===== src/rtl/dec_pkg.sv =====
// Shared decode-stage definitions for the register-file writeback path.
package dec_pkg;

  localparam int unsigned REG_AW  = 5;
  localparam int unsigned NUM_GPR = 32;
  localparam int unsigned WB_XLEN = 32;

  // Result bus at the default datapath width: destination plus data.
  typedef struct packed {
    logic [REG_AW-1:0]  rd;
    logic [WB_XLEN-1:0] data;
  } wb_req_t;

  // x0 is hardwired to zero: never written, never tracked as busy.
  function automatic logic is_x0(input logic [REG_AW-1:0] rd);
    return rd == '0;
  endfunction

endpackage


===== src/rtl/dec_wb_fifo.sv =====
// Generic synchronous FIFO with registered pointers and an occupancy count.
// Head data is presented combinationally from the read pointer.
module dec_wb_fifo #(
  parameter int unsigned WIDTH = 37,
  parameter int unsigned DEPTH = 2
) (
  input  logic             clk,
  input  logic             rst,
  input  logic             push,
  input  logic             pop,
  input  logic [WIDTH-1:0] wdata,
  output logic [WIDTH-1:0] rdata,
  output logic             full,
  output logic             empty
);

  localparam int unsigned AW = (DEPTH > 1) ? $clog2(DEPTH) : 1;

  logic [WIDTH-1:0] mem [DEPTH];
  logic [AW-1:0]    wr_ptr;
  logic [AW-1:0]    rd_ptr;
  logic [AW:0]      count;
  logic             do_push;
  logic             do_pop;

  // Guard against overflow/underflow so callers cannot corrupt state.
  always_comb begin
    do_push = push && !full;
    do_pop  = pop && !empty;
  end

  assign full  = (count == (AW+1)'(DEPTH));
  assign empty = (count == '0);
  assign rdata = mem[rd_ptr];

  // Pointer and count update; pointers wrap naturally since DEPTH is a power of two.
  always_ff @(posedge clk) begin
    if (rst) begin
      wr_ptr <= '0;
      rd_ptr <= '0;
      count  <= '0;
    end else begin
      if (do_push) wr_ptr <= wr_ptr + AW'(1);
      if (do_pop)  rd_ptr <= rd_ptr + AW'(1);
      count <= count + (AW+1)'(do_push) - (AW+1)'(do_pop);
    end
  end

  // Storage array; contents need no reset because count gates visibility.
  always_ff @(posedge clk) begin
    if (do_push) mem[wr_ptr] <= wdata;
  end

endmodule


===== src/rtl/dec_gpr_wb_arb.sv =====
// Writeback arbiter in front of the GPR file: merges LSU and queued FPU
// results onto one registered write port and tracks pending writes.
module dec_gpr_wb_arb
  import dec_pkg::*;
#(
  parameter int unsigned XLEN       = 32,
  parameter int unsigned FIFO_DEPTH = 2,
  parameter int unsigned STARVE_MAX = 3
) (
  input  logic              clk,
  input  logic              rst,
  input  logic              issue_valid,
  input  logic [4:0]        issue_rd,
  input  logic              lsu_valid,
  output logic              lsu_ready,
  input  logic [4:0]        lsu_rd,
  input  logic [XLEN-1:0]   lsu_data,
  input  logic              fpu_valid,
  output logic              fpu_ready,
  input  logic [4:0]        fpu_rd,
  input  logic [XLEN-1:0]   fpu_data,
  output logic              wen0,
  output logic [4:0]        waddr0,
  output logic [XLEN-1:0]   wd0,
  output logic [31:0]       busy
);

  localparam int unsigned SW = (STARVE_MAX < 1) ? 1 : $clog2(STARVE_MAX + 1);
  localparam int unsigned EW = REG_AW + XLEN;

  typedef struct packed {
    logic [REG_AW-1:0] rd;
    logic [XLEN-1:0]   data;
  } wb_bus_t;

  wb_bus_t            fpu_in;
  wb_bus_t            fifo_head;
  wb_bus_t            win;
  logic               fifo_full;
  logic               fifo_empty;
  logic               fifo_push;
  logic               fifo_prio;
  logic               grant_lsu;
  logic               grant_fifo;
  logic [SW-1:0]      starve_cnt;
  logic [SW-1:0]      starve_cnt_d;
  logic [NUM_GPR-1:0] busy_q;
  logic [NUM_GPR-1:0] busy_d;

  assign fpu_in    = {fpu_rd, fpu_data};
  // No pass-through: a full FIFO refuses even in a cycle where it pops.
  assign fpu_ready = !fifo_full && !rst;
  assign fifo_push = fpu_valid && fpu_ready;

  dec_wb_fifo #(
    .WIDTH (EW),
    .DEPTH (FIFO_DEPTH)
  ) u_fpu_fifo (
    .clk   (clk),
    .rst   (rst),
    .push  (fifo_push),
    .pop   (grant_fifo),
    .wdata (fpu_in),
    .rdata (fifo_head),
    .full  (fifo_full),
    .empty (fifo_empty)
  );

  // Arbitration: LSU first unless the FIFO head has lost STARVE_MAX times in a row.
  always_comb begin
    fifo_prio  = (starve_cnt == SW'(STARVE_MAX));
    grant_fifo = !rst && !fifo_empty && (fifo_prio || !lsu_valid);
    grant_lsu  = !rst && lsu_valid && !grant_fifo;
    win        = grant_fifo ? fifo_head : wb_bus_t'({lsu_rd, lsu_data});
    lsu_ready  = grant_lsu;
  end

  // Starvation count of consecutive LSU wins over a waiting FIFO head.
  always_comb begin
    starve_cnt_d = starve_cnt;
    if (fifo_empty || grant_fifo) begin
      starve_cnt_d = '0;
    end else if (grant_lsu && (starve_cnt != SW'(STARVE_MAX))) begin
      starve_cnt_d = starve_cnt + SW'(1);
    end
  end

  // Starvation counter register.
  always_ff @(posedge clk) begin
    if (rst) starve_cnt <= '0;
    else     starve_cnt <= starve_cnt_d;
  end

  // Registered write port; x0 results complete the handshake but never write.
  always_ff @(posedge clk) begin
    if (rst) begin
      wen0   <= 1'b0;
      waddr0 <= '0;
      wd0    <= '0;
    end else if (grant_lsu || grant_fifo) begin
      wen0   <= !is_x0(win.rd);
      waddr0 <= win.rd;
      wd0    <= win.data;
    end else begin
      wen0   <= 1'b0;
    end
  end

  // Scoreboard next state: clear on the writing edge, then set so a new issue wins.
  always_comb begin
    busy_d = busy_q;
    if (wen0) busy_d[waddr0] = 1'b0;
    if (issue_valid && !is_x0(issue_rd)) busy_d[issue_rd] = 1'b1;
    busy_d[0] = 1'b0;
  end

  // Scoreboard register.
  always_ff @(posedge clk) begin
    if (rst) busy_q <= '0;
    else     busy_q <= busy_d;
  end

  assign busy = busy_q;

endmodule


===== config.mk =====
export PLATFORM = sky130hd
export DESIGN_NAME = dec_gpr_wb_arb
export DESIGN_NICKNAME = d
export VERILOG_FILES = /design/src/rtl/dec_pkg.sv /design/src/rtl/dec_wb_fifo.sv /design/src/rtl/dec_gpr_wb_arb.sv
export SDC_FILE = /design/constraint.sdc
export NUM_CORES = 1
export LEC_CHECK = 0
export ABC_AREA = 1
export BUFFER_PORTS_ARGS = -buffer_cell sky130_fd_sc_hd__buf_4
export CAP_MARGIN = 20
export CORE_MARGIN = 4
export CORE_UTILIZATION = 45
export DETAILED_ROUTE_END_ITERATION = 10
export PLACE_DENSITY = 0.7
export SETUP_SLACK_MARGIN = 0.02
export SYNTH_ARGS = -nofsm -noshare
export SYNTH_HDL_FRONTEND = slang
export SYNTH_SLANG_ARGS = --single-unit

===== constraint.sdc =====
create_clock -name clk -period 3.9 [get_ports clk]
set_input_delay 0.195 -clock clk [delete_from_list [all_inputs] [get_ports clk]]
set_output_delay 0.195 -clock clk [all_outputs]
set_load 0.005 [all_outputs]

Word level (Yosys, flattened, before mapping)
Memories as Yosys holds them, arrays and structs flattened. A register that Yosys moved wholly into a read port is not among the register bits.
Cells that the tools add are included.
{"block": "totals", "ff_bits": 76, "mem_bits_rw": 74, "in_bits": 84, "output_inout_bits": 72, "word_cells": 64, "memories": 1}
{"name": "u_fpu_fifo.mem", "depth": 2, "word_bits": 37, "rd": 1, "rd_ports_with_merged_regs": 1, "write_ports": 1, "line": "dec_wb_fifo.sv:19", "source": "logic [WIDTH-1:0] mem [DEPTH];"}
{"block": "classes", "add_sub_neg": 5, "magnitude_cmp": 4, "n_eq_ne": 3, "n_mux": 11, "bitwise": 4, "n_reduce_logical": 27}
{"operator": "$mux W32", "count": 2}
{"operator": "$mux W37", "count": 1}
{"operator": "$and A32 B32 Y32", "count": 1}
{"operator": "$not A32 Y32", "count": 1}
{"operator": "$or A32 B32 Y32", "count": 1}
{"operator": "$logic_and A1 B1 Y1", "count": 12}
{"operator": "$lt A5 B6 Y1 const B", "count": 2}
{"operator": "$demux W1 S5", "count": 2}
{"operator": "$ge A5 B1 Y1 const B", "count": 2}
{"operator": "$logic_not A5 Y1", "count": 2}
{"operator": "$logic_not A1 Y1", "count": 7}
{"operator": "$mux W1", "count": 6}
{"operator": "$eq A2 B2 Y1 const B", "count": 2}
{"operator": "$reduce_or A2 Y1", "count": 2}
{"operator": "$logic_or A1 B1 Y1", "count": 3}
{"operator": "$add A1 B1 Y1 const B", "count": 2}
{"operator": "$add A2 B1 Y2", "count": 1}
{"operator": "$add A2 B1 Y2 const B", "count": 1}
{"operator": "$logic_not A2 Y1", "count": 1}
{"operator": "$ne A2 B2 Y1 const B", "count": 1}
{"operator": "$sub A2 B1 Y2", "count": 1}
{"operator": "$not A1 Y1", "count": 1}

Longest topological paths before layout
Gate-level depths: netlist (run 1).
{"block": "logic_depth", "depth_word": 9, "ltp_mapped": 12, "mapped_depth_nobuf": 11}

By module
From an unflattened synthesis (run 1), not the netlist that was laid out.
{"block": "hier_totals", "cells_unflattened": 566, "area_unflattened_um2": 6150.9}
{"module": "dec_gpr_wb_arb", "n_inst": 1, "cells_per_inst": 412, "area_per_inst_um2": 3076.7, "seq_area_each_um2": 1421.4}
{"module": "dec_wb_fifo", "n_inst": 1, "cells_per_inst": 154, "area_per_inst_um2": 3074.2, "seq_area_each_um2": 2322.2}

Worst setup path before layout (run 1)
No wires, ideal clock.
{"block": "synth_timing", "kind": "reg-to-reg", "from": "register u_fpu_fifo.count[0]", "to": "memory u_fpu_fifo.mem[0][0], enable pin", "setup_time_ns": 0.431, "t_arrival_ns": 2.299, "required_ns": 3.469, "slack_ns": 1.170, "path_stages_with_launch": 5, "n_path_buf": 0, "period_less_slack_ns": 2.730, "path_cell_list": "dfxtp_1 > inv_1 > a21oi_1 > nand2_1 > nor2_1"}
{"block": "synth_via", "elab_chain_cells": 7}
{"element": "from (decl)", "line": "dec_wb_fifo.sv:22", "source": "logic [AW:0] count;"}
{"element": "from (signal assigned)", "line": "dec_wb_fifo.sv:45", "source": "count <= count + (AW+1)'(do_push) - (AW+1)'(do_pop);"}
{"element": "$eq A2 B2 Y1", "line": "dec_wb_fifo.sv:32", "source": "assign full = (count == (AW+1)'(DEPTH));"}
{"element": "$logic_not A1 Y1", "line": "dec_gpr_wb_arb.sv:52", "source": "assign fpu_ready = !fifo_full && !rst;"}
{"element": "$logic_and A1 B1 Y1", "line": "dec_gpr_wb_arb.sv:52"}
{"element": "via fpu_ready", "line": "dec_gpr_wb_arb.sv:19", "source": "output logic fpu_ready,"}
{"element": "$logic_and A1 B1 Y1", "line": "dec_gpr_wb_arb.sv:53", "source": "assign fifo_push = fpu_valid && fpu_ready;"}
{"element": "$logic_and A1 B1 Y1", "line": "dec_wb_fifo.sv:28", "source": "do_push = push && !full;"}
{"element": "$mux W1", "line": "dec_wb_fifo.sv:51", "source": "if (do_push) mem[wr_ptr] <= wdata;"}
{"element": "$mux W1 (implied by the code)", "line": "dec_wb_fifo.sv:51"}
{"element": "to (decl)", "line": "dec_wb_fifo.sv:19"}
The timed path passes the listed nets, and every way through them passes these cells.

Worst setup path after layout (run 1)
{"block": "layout_timing", "from": "register starve_cnt[0]", "to": "register u_fpu_fifo.count[1]"}
{"block": "layout_via", "elab_chain_cells": 5}
{"element": "from (decl)", "line": "dec_gpr_wb_arb.sv:45", "source": "logic [SW-1:0] starve_cnt;"}
{"element": "from (signal assigned)", "line": "dec_gpr_wb_arb.sv:91", "source": "else starve_cnt <= starve_cnt_d;"}
{"element": "$eq A2 B2 Y1", "line": "dec_gpr_wb_arb.sv:71", "source": "fifo_prio = (starve_cnt == SW'(STARVE_MAX));"}
{"element": "$logic_or A1 B1 Y1", "line": "dec_gpr_wb_arb.sv:72", "source": "grant_fifo = !rst && !fifo_empty && (fifo_prio || !lsu_valid);"}
{"element": "$logic_and A1 B1 Y1", "line": "dec_gpr_wb_arb.sv:72"}
{"element": "$logic_and A1 B1 Y1", "line": "dec_wb_fifo.sv:29", "source": "do_pop = pop && !empty;"}
{"element": "$sub A2 B1 Y2", "line": "dec_wb_fifo.sv:45"}
Every way passes these cells.
A chain may end at the register's enable or synchronous reset.

==> results by group, run 1 <==
Placement
  – Number of buffers inserted by port buffering: 154
  – Worst slack, placed: 1.28 ns
  – HPWL after detailed placement: 10,100 microns
  – GPL Wtd Cong: 0.865
  – Post-place instance area: 7110 sq um

Logic synthesis
  – Mean cell area of the mapped netlist: 9.97 sq um
  – Unique masters post-synth: 29
  – Leading cell types by total area after synthesis: edfxtp_1, dfxtp_1, o21ai_0, nand2_1, nor2_1
  – Synth warn: 0
  – Cell taking the most area after synthesis: edfxtp_1
  – Number of flops mapped to enable cells by yosys: 74
  – Mapped Area: 5900 sq um
  – Number of cells produced by synthesis: 592
  – #FFs+latches synth: 150
  – Fraction of post-synthesis cell area in the top cell type by area: 37.7%
  – Net count of the mapped netlist: 679
  – Synth Flop Type: dfxtp_1
  – Portion of the post-synthesis area used by sequential elements: 63.5%
  – Fraction of registers with async set or reset after synthesis: 0%

Layout
  – Total Nets Final: 864
  – Fill cell instance count of the final layout: 1,027
  – Summed area of non-filler cells in the final layout: 8090 sq um
  – Combined flip-flop and latch cell area: 3740 sq um
  – Total area of multi-input combinational cells: 1830 sq um
  – Antenna cells: 0
  – Layout cells sized above 1: 25.9%
  – Layout area overhead: 37.1%

Routing
  – DRC viols: 0
  – WL per Instance: 15.8 microns
  – Average via count per standard cell: 5.19
  – Detailed-router iteration count before antenna repair: 5
  – DRC marker count from the first detailed-route iteration: 327
  – Vias: 4,992
  – Final wirelength: 15,200 microns
  – Post-DRT Antenna Nets: 0

Floorplan
  – Standard-cell rows: 41
  – Starting density of the core: 46.4%
  – Area inside the core boundary: 12,700 sq um
  – Die boundary height: 123 microns
  – Boundary pin count: 156
  – Total die area: 15,000 sq um
  – Floorplan die width: 123 microns

Timing
  – Clock skew after layout: 0.00623 ns
  – Setup Total Neg Slack: 0 ns
  – Setup Viol. Count Final: 0
  – Post-route minimum period: 2.39 ns
  – Fraction of the cycle the final worst path needs: 61.4%
  – Number of failing hold endpoints at the final stage: 0
  – RSZ-0062 raised after global routing: no
  – Final worst setup slack: 1.51 ns
  – Maximum clock frequency: 418 MHz
  – Max-Slew Margin vs Limit: 29.2%
  – Max Slew Vio Count: 0
  – Slew at the pin with the worst max-slew slack: 1.05 ns

Pwr
  – Part of the total power dissipated in sequential elements: 45.9%
  – P_leak: 0.00329 uW
  – Switching share of power: 25.9%
  – Total power: 4060 uW
  – Worst-case vdd ir drop: 255 uV
  – Total power per unit cell area: 502 nW/um^2
  – Pint: 3010 uW
  – Relative contribution of the clock network to total power: 38.2%
  – Combinational power share: 15.9%
  – Total net switching power: 1050 uW

Clocking
  – Number of buffers inserted for hold repair after clock tree synthesis: 37
  – Clock-pin transition on the worst setup and hold timing paths: 0.06 ns
  – Number of resized instances in the post-cts repair step: 0
  – Number of sinks handled by clock tree synthesis: 150
  – Buffers inserted by post-CTS timing repair: 0
  – Inserted Clock Buffers: 17
  – Clock tree from TritonCTS: done
  – CTS H-tree depth: 4
  – Maximum count of clock buffers along a single path: 2
  – Worst-skew pair later-pin latency: 0.42 ns
  – Clk root buf: clkbuf_16

Setup path
  – Kind of start point of the critical path: flop
  – Critical Path AT: 2.74 ns
  – Critical Path Fanout Max: 64
  – Type of element capturing the critical path: flop
  – Required time of the critical path: 4.25 ns
  – Path type of the worst setup path: reg -> reg

Status
  – Status: completed

GRT
  – Remaining global-route overflow: 0
  – GRT Resource Usage Total: 20.9%
  – Number of antenna violations at the first check in global routing: 0
  – Maximum number of pins on one net before global-route repair: 65
  – Number of global-route vias before repair: 4,933
  – Global-route wire length before repair: 24,100 microns

Worst hold path
  – Worst hold path type: in -> reg

Flow run
  – Number of max-capacitance violations reported: 0
[synthesized netlist by cell type, types with 2 or more instances]
library cell,instances
o21ai_0,90
dfxtp_1,76
edfxtp_1,74
nand2_1,72
nor2_1,69
nand3_1,51
a21oi_1,34
inv_1,33
o21ai_1,20
buf_2,10
nor3_1,9
o211ai_1,9
buf_6,7
clkbuf_1,6
buf_4,5
o22ai_1,5
ha_1,3
nor3_2,3
inv_2,2
inv_4,2
nor2_2,2
nor2_4,2
o21ai_2,2
[state kept, by name (all words and copies together) (netlist names), named ones only]
register and flops:
wd0 32, busy 31, starve_cnt 2, u_fpu_fifo.mem 74, waddr0 5, u_fpu_fifo.rd_ptr 1, wen0 1, u_fpu_fifo.count 2
u_fpu_fifo.wr_ptr 1
[metal layers]
metal / vias to the layer above / part of all wire (%) / GRT usage, %
met5: - / 0 / 0
met1: 2341 / 41 / 25.6
li1: 2426 / - / -
met2: 196 / 49 / 35.2
met3: 29 / 7.5 / 4.84
met4: 0 / 2.4 / 9.10
[power groups by stage]
stage / Clock [uW] / Combinational (uW) / Sequential [uW]
after floorplan: 0 / 330 / 1890
after global placement: 0 / 596 / 1890
after detailed placement: 0 / 609 / 1890
after CTS: 1580 / 643 / 1860
after global routing: 1650 / 719 / 1880
final: 1550 / 644 / 1860
[metrics by stage]
step / utilization [%] / std cells / hold slack, ns
2_1_floorplan: - / 592 / 0.294
3_3_place_gp: 55.9 / 891 / 0.381
3_5_place_dp: 55.9 / 891 / 0.383
4_1_cts: 63.3 / 960 / 0.00413
5_1_grt: 63.6 / 962 / 0.0277
6_report: 63.6 / 962 / 0.0210
[cell families (layout without fill, tap and decap cells)]
logic type	count (synthesis)	count (layout)	share of synthesized area, %
AO/OA/AOI/OAI	161	161	14.4
other	1	1	0.0636
adder cells (fa/ha/maj)	3	3	0.636
XOR/XNOR	1	1	0.148
AND/OR/NAND/NOR	210	210	15.6
flip-flops	150	150	63.5
buffers and inverters	66	264	5.73
[cell type report]
type,instances,share of cell area (%)
timing repair buffer,195,19.5
clock inverter,10,1.21
tap,172,2.66
inverter,37,1.78
clock buffer,22,5.88
sequential,150,46.3
multi-input combinational,376,22.7
[worst max-delay path: stages, from the launching register on]
cell	delay [ns]
dfxtp_1	0.33
ha_1	0.15
inv_1	0.05
nand2_1	0.15
nand3_4	0.18
inv_4	0.47
ha_1	0.33
inv_1	0.06
ha_1	0.15
xor2_1	0.19
o21ai_0	0.11
a21oi_1	0.14
[final timing paths]
kind | from | end | slack (ns) | cells after the start
worst min-delay path | lsu_data[0] | wd0[0] | 0.02 | 3
worst max register to register | starve_cnt[0] | u_fpu_fifo.count[1] | 1.51 | 11
worst max-delay path | starve_cnt[0] | u_fpu_fifo.count[1] | 1.51 | 11
worst min register to register | starve_cnt[0] | starve_cnt[0] | 0.42 | 1
[cell usage in the layout (no fill, tap or decap)]
| master | n |
|---|---|
| buf_4 | 156 |
| o21ai_0 | 90 |
| dfxtp_1 | 76 |
| edfxtp_1 | 74 |
| nand2_1 | 72 |
| nor2_1 | 67 |
| nand3_1 | 51 |
| dlygate4sd3_1 | 37 |
| a21oi_1 | 34 |
| inv_1 | 33 |
| o21ai_1 | 20 |
| clkbuf_16 | 18 |
| o211ai_1 | 9 |
| nor3_1 | 9 |
| o22ai_1 | 5 |
| nor2_4 | 4 |
| nor3_2 | 3 |
| ha_1 | 3 |
| clkbuf_1 | 3 |
| clkinv_4 | 3 |
| clkinvlp_4 | 3 |
| inv_4 | 2 |
| nor2_2 | 2 |
| inv_2 | 2 |
| o21ai_2 | 2 |
| clkinv_2 | 2 |
| buf_12 | 2 |
| nand2_2 | 1 |
| nand3_4 | 1 |
| o211ai_2 | 1 |
| xor2_1 | 1 |
| conb_1 | 1 |
| bufinv_16 | 1 |
| clkbuf_8 | 1 |
| inv_6 | 1 |
No activity file was read; power rests on OpenSTA's default activity.
==> run 2, diff against run 1 <==
--- a/config.mk
+++ b/config.mk
@@ -5,13 +5,13 @@
 export SDC_FILE = /design/constraint.sdc
 export NUM_CORES = 1
 export LEC_CHECK = 0
-export ABC_AREA = 1
+export ABC_AREA = 0
 export BUFFER_PORTS_ARGS = -buffer_cell sky130_fd_sc_hd__buf_4
 export CAP_MARGIN = 20
 export CORE_MARGIN = 4
 export CORE_UTILIZATION = 45
 export DETAILED_ROUTE_END_ITERATION = 10
-export PLACE_DENSITY = 0.7
+export PLACE_DENSITY = 0.69
 export SETUP_SLACK_MARGIN = 0.02
 export SYNTH_ARGS = -nofsm -noshare
 export SYNTH_HDL_FRONTEND = slang
==> constraint.sdc (replaced) <==
create_clock -name clk -period 2.3 [get_ports clk]
set_input_delay 0.115 -clock clk [delete_from_list [all_inputs] [get_ports clk]]
set_output_delay 0.115 -clock clk [all_outputs]
set_load 0.005 [all_outputs]
==> run 2 against run 1 <==
  * Clock skew increased by 0.0019 ns
  * Synthesized cell count decreased by 10%
  * First-iteration DRC count increased by 5.8%
  * Sequential cell count unchanged
  * Die area increased by 6.4%
==> results by group, run 2 <==
Status
  – Status: completed

Routing
  – Vias: 4,893 (-2.0%)
  – DRC marker count from the first detailed-route iteration: 346 (+5.8%)
  – Detailed-router iteration count before antenna repair: 4 (-1)
  – DRC viols: 0 (unchanged)
  – Post-DRT Antenna Nets: 0 (unchanged)
  – Average via count per standard cell: 5.38 (+3.6%)
  – Final wirelength: 15,800 microns (+4.2%)
  – WL per Instance: 17.4 microns (+10%)

Clocking
  – CTS H-tree depth: 4 (unchanged)
  – Worst-skew pair later-pin latency: 0.41 ns (about the same)
  – Clock tree from TritonCTS: done
  – Clock-pin transition on the worst setup and hold timing paths: 0.06 ns (about the same)
  – Clk root buf: clkbuf_16
  – Number of resized instances in the post-cts repair step: 0 (unchanged)
  – Number of sinks handled by clock tree synthesis: 150 (unchanged)
  – Maximum count of clock buffers along a single path: 2 (unchanged)
  – Inserted Clock Buffers: 17 (unchanged)

GRT
  – Global-route wire length before repair: 25,800 microns (+7.0%)
  – Maximum number of pins on one net before global-route repair: 48 (-26%)
  – Number of global-route vias before repair: 5,123 (+3.9%)
  – GRT Resource Usage Total: 20.1% (-0.72 points)
  – Number of antenna violations at the first check in global routing: 0 (unchanged)
  – Remaining global-route overflow: 0 (unchanged)

Floorplan
  – Die boundary height: 126 microns (+3.2%)
  – Floorplan die width: 126 microns (+3.2%)
  – Standard-cell rows: 42 (+2.4%)
  – Starting density of the core: 46.7% (+0.31 points)
  – Area inside the core boundary: 13,500 sq um (+6.2%)
  – Total die area: 16,000 sq um (+6.4%)
  – Boundary pin count: 156 (unchanged)

Setup path
  – Critical Path AT: 2.07 ns (-0.67 ns)
  – Critical Path Fanout Max: 37 (-42%)
  – Required time of the critical path: 2.33 ns (-1.92 ns)
  – Path type of the worst setup path: reg -> reg
  – Type of element capturing the critical path: flop
  – Kind of start point of the critical path: flop

Timing
  – Setup Viol. Count Final: 0 (unchanged)
  – Number of failing hold endpoints at the final stage: 0 (unchanged)
  – Maximum clock frequency: 491 MHz (+17%)
  – Max Slew Vio Count: 0 (unchanged)
  – Worst hold slack: 0.0277 ns (+0.00671 ns)
  – Clock skew after layout: 0.00810 ns (+0.00187 ns)
  – Setup Total Neg Slack: 0 ns (unchanged)
  – Slew at the pin with the worst max-slew slack: 1.02 ns (-0.0329 ns)
  – Max-Slew Margin vs Limit: 32.0% (+2.7 points)
  – Post-route minimum period: 2.04 ns (-0.355 ns)
  – Fraction of the cycle the final worst path needs: 88.6% (+27 points)
  – RSZ-0062 raised after global routing: no

Layout
  – Antenna cells: 0 (unchanged)
  – Layout area overhead: 36.7%
  – Layout cells sized above 1: 35.6% (+9.6 points)
  – Final core utilization: 63.8% (+0.20 points)
  – Total Nets Final: 808 (-6.5%)
  – Filler-free cell count of the finished design: 910 (-5.4%)
  – Flip-flop count of the largest register after layout: 74 (unchanged)
  – Fill cell instance count of the final layout: 1,024 (-0.29%)
  – Commonest non-fill, non-tap cell in the layout: buf_4
  – Most flop-heavy register: u_fpu_fifo.mem
  – Total area of multi-input combinational cells: 2370 sq um (+29%)
  – Most frequent cells in the layout: buf_4, dfxtp_1, edfxtp_1
  – Combined flip-flop and latch cell area: 3750 sq um (+0.10%)

Logic synthesis
  – Number of flops mapped to enable cells by yosys: 74 (unchanged)
  – Synth Flop Type: dfxtp_1
  – Leading cell types by total area after synthesis: edfxtp_1, dfxtp_1, a2111oi_2, a21oi_1, nand2_1
  – Mapped Area: 6300 sq um (+6.9%)
  – Unique masters post-synth: 46 (+59%)
  – #FFs+latches synth: 150 (unchanged)
  – Cell taking the most area after synthesis: edfxtp_1
  – Top cell types by occurrence after synthesis: dfxtp_1, edfxtp_1, a21oi_1, nand2_1, nor2b_1
  – Net count of the mapped netlist: 620 (-8.7%)
  – Fraction of post-synthesis cell area in the top cell type by area: 35.2% (-2.4 points)
  – Most repeated cell in the gate-level netlist after synthesis: dfxtp_1
  – Synth warn: 0 (unchanged)
  – Mean cell area of the mapped netlist: 11.8 sq um (+19%)
  – Portion of the post-synthesis area used by sequential elements: 59.4% (-4.1 points)
  – Number of cells produced by synthesis: 533 (-10%)
  – Fraction of registers with async set or reset after synthesis: 0% (unchanged)

Pwr
  – Worst-case vdd ir drop: 623 uV (+140%)
  – Total power per unit cell area: 823 nW/um^2 (+64%)
  – P_leak: 0.00322 uW (-2.2%)

Placement
  – Placed Cells: 840 (-5.7%)
  – HPWL after detailed placement: 10,700 microns (+6.0%)
  – Number of buffers inserted by port buffering: 154 (unchanged)
  – GPL Wtd Cong: 0.826 (-4.6%)

Worst hold path
  – Worst hold path type: in -> reg

Flow run
  – Number of max-capacitance violations reported: 0 (unchanged)
## run 2: cell count changes after synthesis, sizes merged, moves of 6 or more
cell,change
a21oi,+34
nand3,-50
clkbuf,+12
nor3b,+6
nor2b,+39
o211ai,-10
nor3,-6
nor2,-70
o31ai,+37
a2111oi,+37
inv,-34
o21ai,-81
## run 2: routing by layer
layer	vias up	share of wire, %	GRT usage (%)	wire length (microns)
li1	2375	-	-	-
met1	2356	43	25.8	6810
met2	150	49	33.2	7750
met3	12	7.2	6.09	1140
met4	0	0.88	5.80	140
met5	-	0	0	0
## run 2: per-stage QoR
stage	area, sq um	setup WS, ns	total power, uW
after floorplan	6320	0.101	3800
after global placement	7630	0.287	4250
final	8620	0.262	7090
after global routing	8620	0.116	7380
after CTS	8620	0.229	7130
after detailed placement	7630	0.220	4280
## run 2: critical path, stage by stage (launching register included)
cell     delay, ns
dfxtp_1       0.40
nor2b_1       0.23
nor3_1        0.20
and2_2        0.80
## run 2: what timing repair did
action                                 in CTS  in global routing
hold buffers                               38                  0
buffers inserted                            0                  0
endpoints found under the hold margin      76                  0
## run 2: path summary, 6_finish.rpt
kind                       startpoint                    end  slack, ns  cells past startpoint
setup / recovery  u_fpu_fifo.count[1]  u_fpu_fifo.mem[1][27]       0.26                      3
hold / removal            lsu_data[9]                 wd0[9]       0.03                      3
setup reg to reg  u_fpu_fifo.count[1]  u_fpu_fifo.mem[1][27]       0.26                      3
hold reg to reg         starve_cnt[0]          starve_cnt[0]       0.43                      1
## run 2: cell type report
cell class | instances | share of cell area, %
Sequential cell | 150 | 43.5
Multi-Input combinational cell | 340 | 27.5
Timing Repair Buffer | 209 | 19.3
Clock buffer | 24 | 5.59
Tap cell | 176 | 2.56
Clock inverter | 8 | 1.41
Inverter | 3 | 0.131
## run 2: kinds of logic after synthesis
| kind of cell | count (synthesis) | synth area share, % |
|---|---|---|
| AOI/OAI and AO/OA | 180 | 22.8 |
| and+or+nand+nor | 153 | 13.1 |
| DFF | 150 | 59.4 |
| buffers and inverters | 43 | 3.53 |
| adders and majority gates | 3 | 0.595 |
| muxes | 2 | 0.318 |
| other | 1 | 0.0595 |
| xor gates and xnor gates | 1 | 0.139 |
## run 2: power by group
group	internal, uW	total [uW]	switching, uW
combinational	525	1110	586
clock	1790	2810	1020
sequential	3000	3170	166
total	5320	7090	1770
==> run 3, diff against run 2 <==
--- a/config.mk
+++ b/config.mk
@@ -12,6 +12,7 @@
 export CORE_UTILIZATION = 45
 export DETAILED_ROUTE_END_ITERATION = 10
 export PLACE_DENSITY = 0.69
+export RECOVER_POWER = 50
 export SETUP_SLACK_MARGIN = 0.02
 export SYNTH_ARGS = -nofsm -noshare
 export SYNTH_HDL_FRONTEND = slang
==> run 3 against run 2 <==
  * Clock-buffer cell count stayed put
  * First-iteration DRC count fell by 0.29%
  * Routed wire length grew 0.18%
  * Fmax down 0.38%
  * Register-to-register slack is essentially flat
  * Combinational power is essentially flat
  * Utilization down 0.69 points
  * Critical endpoint unchanged
==> results by group, run 3 (synthesized netlist as in run 2, its figures left out) <==
Layout
  – Layout area overhead: 35.2%
  – Final core utilization: 63.1% (-0.69 points)
  – Most frequent cells in the layout: clkbuf_4, dfxtp_1, edfxtp_1
  – Filler-free cell count of the finished design: 910 (unchanged)
  – Most flop-heavy register: u_fpu_fifo.mem
  – Summed area of non-filler cells in the final layout: 8520 sq um (-1.1%)
  – Total Nets Final: 808 (unchanged)
  – Antenna cells: 0 (unchanged)
  – Flip-flop count of the largest register after layout: 74 (unchanged)
  – Fill cell instance count of the final layout: 1,052 (+2.7%)
  – Commonest non-fill, non-tap cell in the layout: clkbuf_4
  – Layout cells sized above 1: 32.2% (-3.4 points)

Placement
  – GPL Wtd Cong: 0.826 (unchanged)
  – HPWL after detailed placement: 10,700 microns (unchanged)
  – Number of buffers inserted by port buffering: 154 (unchanged)
  – Post-place instance area: 7630 sq um (unchanged)
  – Placed Cells: 840 (unchanged)

GRT
  – Number of global-route vias before repair: 5,123 (unchanged)
  – Maximum number of pins on one net before global-route repair: 48 (unchanged)
  – Global-route wire length before repair: 25,800 microns (unchanged)
  – Number of antenna violations at the first check in global routing: 0 (unchanged)
  – GRT Resource Usage Total: 20.1% (unchanged)
  – Remaining global-route overflow: 0 (unchanged)

Timing
  – RSZ-0062 raised after global routing: no
  – Setup Viol. Count Final: 0 (unchanged)
  – Clock skew after layout: 0.00998 ns (+0.00187 ns)
  – Number of failing hold endpoints at the final stage: 0 (unchanged)
  – Maximum clock frequency: 489 MHz (-0.38%)
  – Max-Slew Margin vs Limit: 31.0% (-0.99 points)
  – Slew at the pin with the worst max-slew slack: 1.04 ns (+0.0148 ns)
  – Fraction of the cycle the final worst path needs: 89.0% (+0.34 points)
  – Setup Total Neg Slack: 0 ns (unchanged)
  – Post-route minimum period: 2.05 ns (+0.00773 ns)
  – Worst hold slack: 0.0268 ns (-0.000882 ns)
  – Max Slew Vio Count: 0 (unchanged)

Clocking
  – Worst-skew pair later-pin latency: 0.42 ns (about the same)
  – Maximum count of clock buffers along a single path: 2 (unchanged)
  – Number of sinks handled by clock tree synthesis: 150 (unchanged)
  – Clock tree from TritonCTS: done
  – CTS H-tree depth: 4 (unchanged)
  – Clock-pin transition on the worst setup and hold timing paths: 0.06 ns (about the same)
  – Clk root buf: clkbuf_16
  – Inserted Clock Buffers: 17 (unchanged)
  – Buffers inserted by post-CTS timing repair: 0 (unchanged)

Worst hold path
  – Startpoint of the worst hold path: lsu_data[9]
  – Hold worst-path end: wd0[9]
  – Cell count of the worst hold path: 3 (unchanged)
  – Worst hold path type: in -> reg

Floorplan
  – Starting density of the core: 46.7% (unchanged)
  – Boundary pin count: 156 (unchanged)
  – Total die area: 16,000 sq um (unchanged)
  – Die boundary height: 126 microns (unchanged)
  – Floorplan die width: 126 microns (unchanged)
  – Standard-cell rows: 42 (unchanged)
  – Area inside the core boundary: 13,500 sq um (unchanged)

Setup path
  – Worst flop-to-flop path startpoint: u_fpu_fifo.count[1]
  – Kind of start point of the critical path: flop
  – Type of element capturing the critical path: flop
  – Path type of the worst setup path: reg -> reg
  – Critical Path AT: 2.08 ns (about the same)
  – Critical Path Fanout Max: 37 (unchanged)
  – Endpoint of the most critical register-to-register path: u_fpu_fifo.mem[1][27]
  – Register-to-Register Path Depth: 3 (unchanged)
  – Required time of the critical path: 2.33 ns (about the same)
  – Register-to-register setup slack: 0.25 ns (about the same)

Pwr
  – Part of the total power dissipated in sequential elements: 44.8% (about the same)
  – Pint: 5290 uW (-0.61%)
  – Switching share of power: 25.1% (+0.11 points)
  – Total net switching power: 1770 uW (about the same)
  – Relative contribution of the clock network to total power: 39.9% (+0.3 points)
  – Total power per unit cell area: 828 nW/um^2 (+0.63%)
  – P_leak: 0.00309 uW (-4.0%)
  – Worst-case vdd ir drop: 620 uV (-0.43%)
  – Combinational power share: 15.3% (-0.4 points)

Routing
  – Final wirelength: 15,900 microns (+0.18%)
  – Vias: 4,923 (+0.61%)
  – Detailed-router iteration count before antenna repair: 4 (unchanged)
  – DRC viols: 0 (unchanged)
  – WL per Instance: 17.4 microns (+0.18%)
  – DRC marker count from the first detailed-route iteration: 345 (-0.29%)
  – Post-DRT Antenna Nets: 0 (unchanged)
  – Average via count per standard cell: 5.41 (+0.61%)

Flow run
  – Number of max-capacitance violations reported: 0 (unchanged)

Status
  – Status: completed
## run 3: how the worst max path moves through the flow
stage	from	to	slack, ns
2_1_floorplan	u_fpu_fifo.count[0]	u_fpu_fifo.mem[0][0]	0.10
3_5_place_dp	u_fpu_fifo.count[1]	u_fpu_fifo.mem[1][11]	0.22
3_3_place_gp	u_fpu_fifo.count[1]	u_fpu_fifo.mem[1][6]	0.29
5_1_grt	u_fpu_fifo.count[1]	u_fpu_fifo.mem[1][3]	0.12
6_report	u_fpu_fifo.count[1]	u_fpu_fifo.mem[1][27]	0.25
4_1_cts	u_fpu_fifo.count[1]	u_fpu_fifo.mem[1][2]	0.23
## run 3: timing repair
item,4_1_cts,5_1_grt
gates resized for setup,0,0
endpoints found under the setup margin,0,0
hold buffers,38,0
endpoints found under the hold margin,76,0
## run 3: critical path: stages, from the launching register on
cell	delay (ns)
dfxtp_1	0.40
nor2b_1	0.23
nor3_1	0.20
and2_2	0.81
## run 3: layer usage
| layer | vias up | global-route usage (%) | share of wire [%] | wire length, microns |
|---|---|---|---|---|
| met5 | - | 0 | 0 | 0 |
| met4 | 0 | 5.80 | 0.95 | 150 |
| met3 | 14 | 6.09 | 7.8 | 1240 |
| met2 | 167 | 33.2 | 50 | 7860 |
| met1 | 2359 | 25.8 | 42 | 6620 |
| li1 | 2383 | - | - | - |
## run 3: through the flow
stage,setup WS (ns),power (uW)
final,0.254,7060
after global routing,0.116,7350
after CTS,0.229,7130
after detailed placement,0.220,4280
after global placement,0.287,4250
after floorplan,0.101,3800
## run 3: layout make-up
cell class                 count  area (sq um)  share of cell area, %
timing repair buffer         209          1570                   18.4
clock inverter                 8           121                   1.42
tap                          176           220                   2.58
inverter                       3          11.3                  0.132
clock buffer                  24           482                   5.65
sequential                   150          3750                   44.0
multi-input combinational    340          2370                   27.8
## run 3: power groups by stage
stage	combinational [uW]	clock (uW)	sequential, uW
3_5_place_dp	1060	0	3220
4_1_cts	1120	2850	3170
3_3_place_gp	1030	0	3210
2_1_floorplan	641	0	3160
5_1_grt	1180	2970	3190
6_report	1080	2810	3160
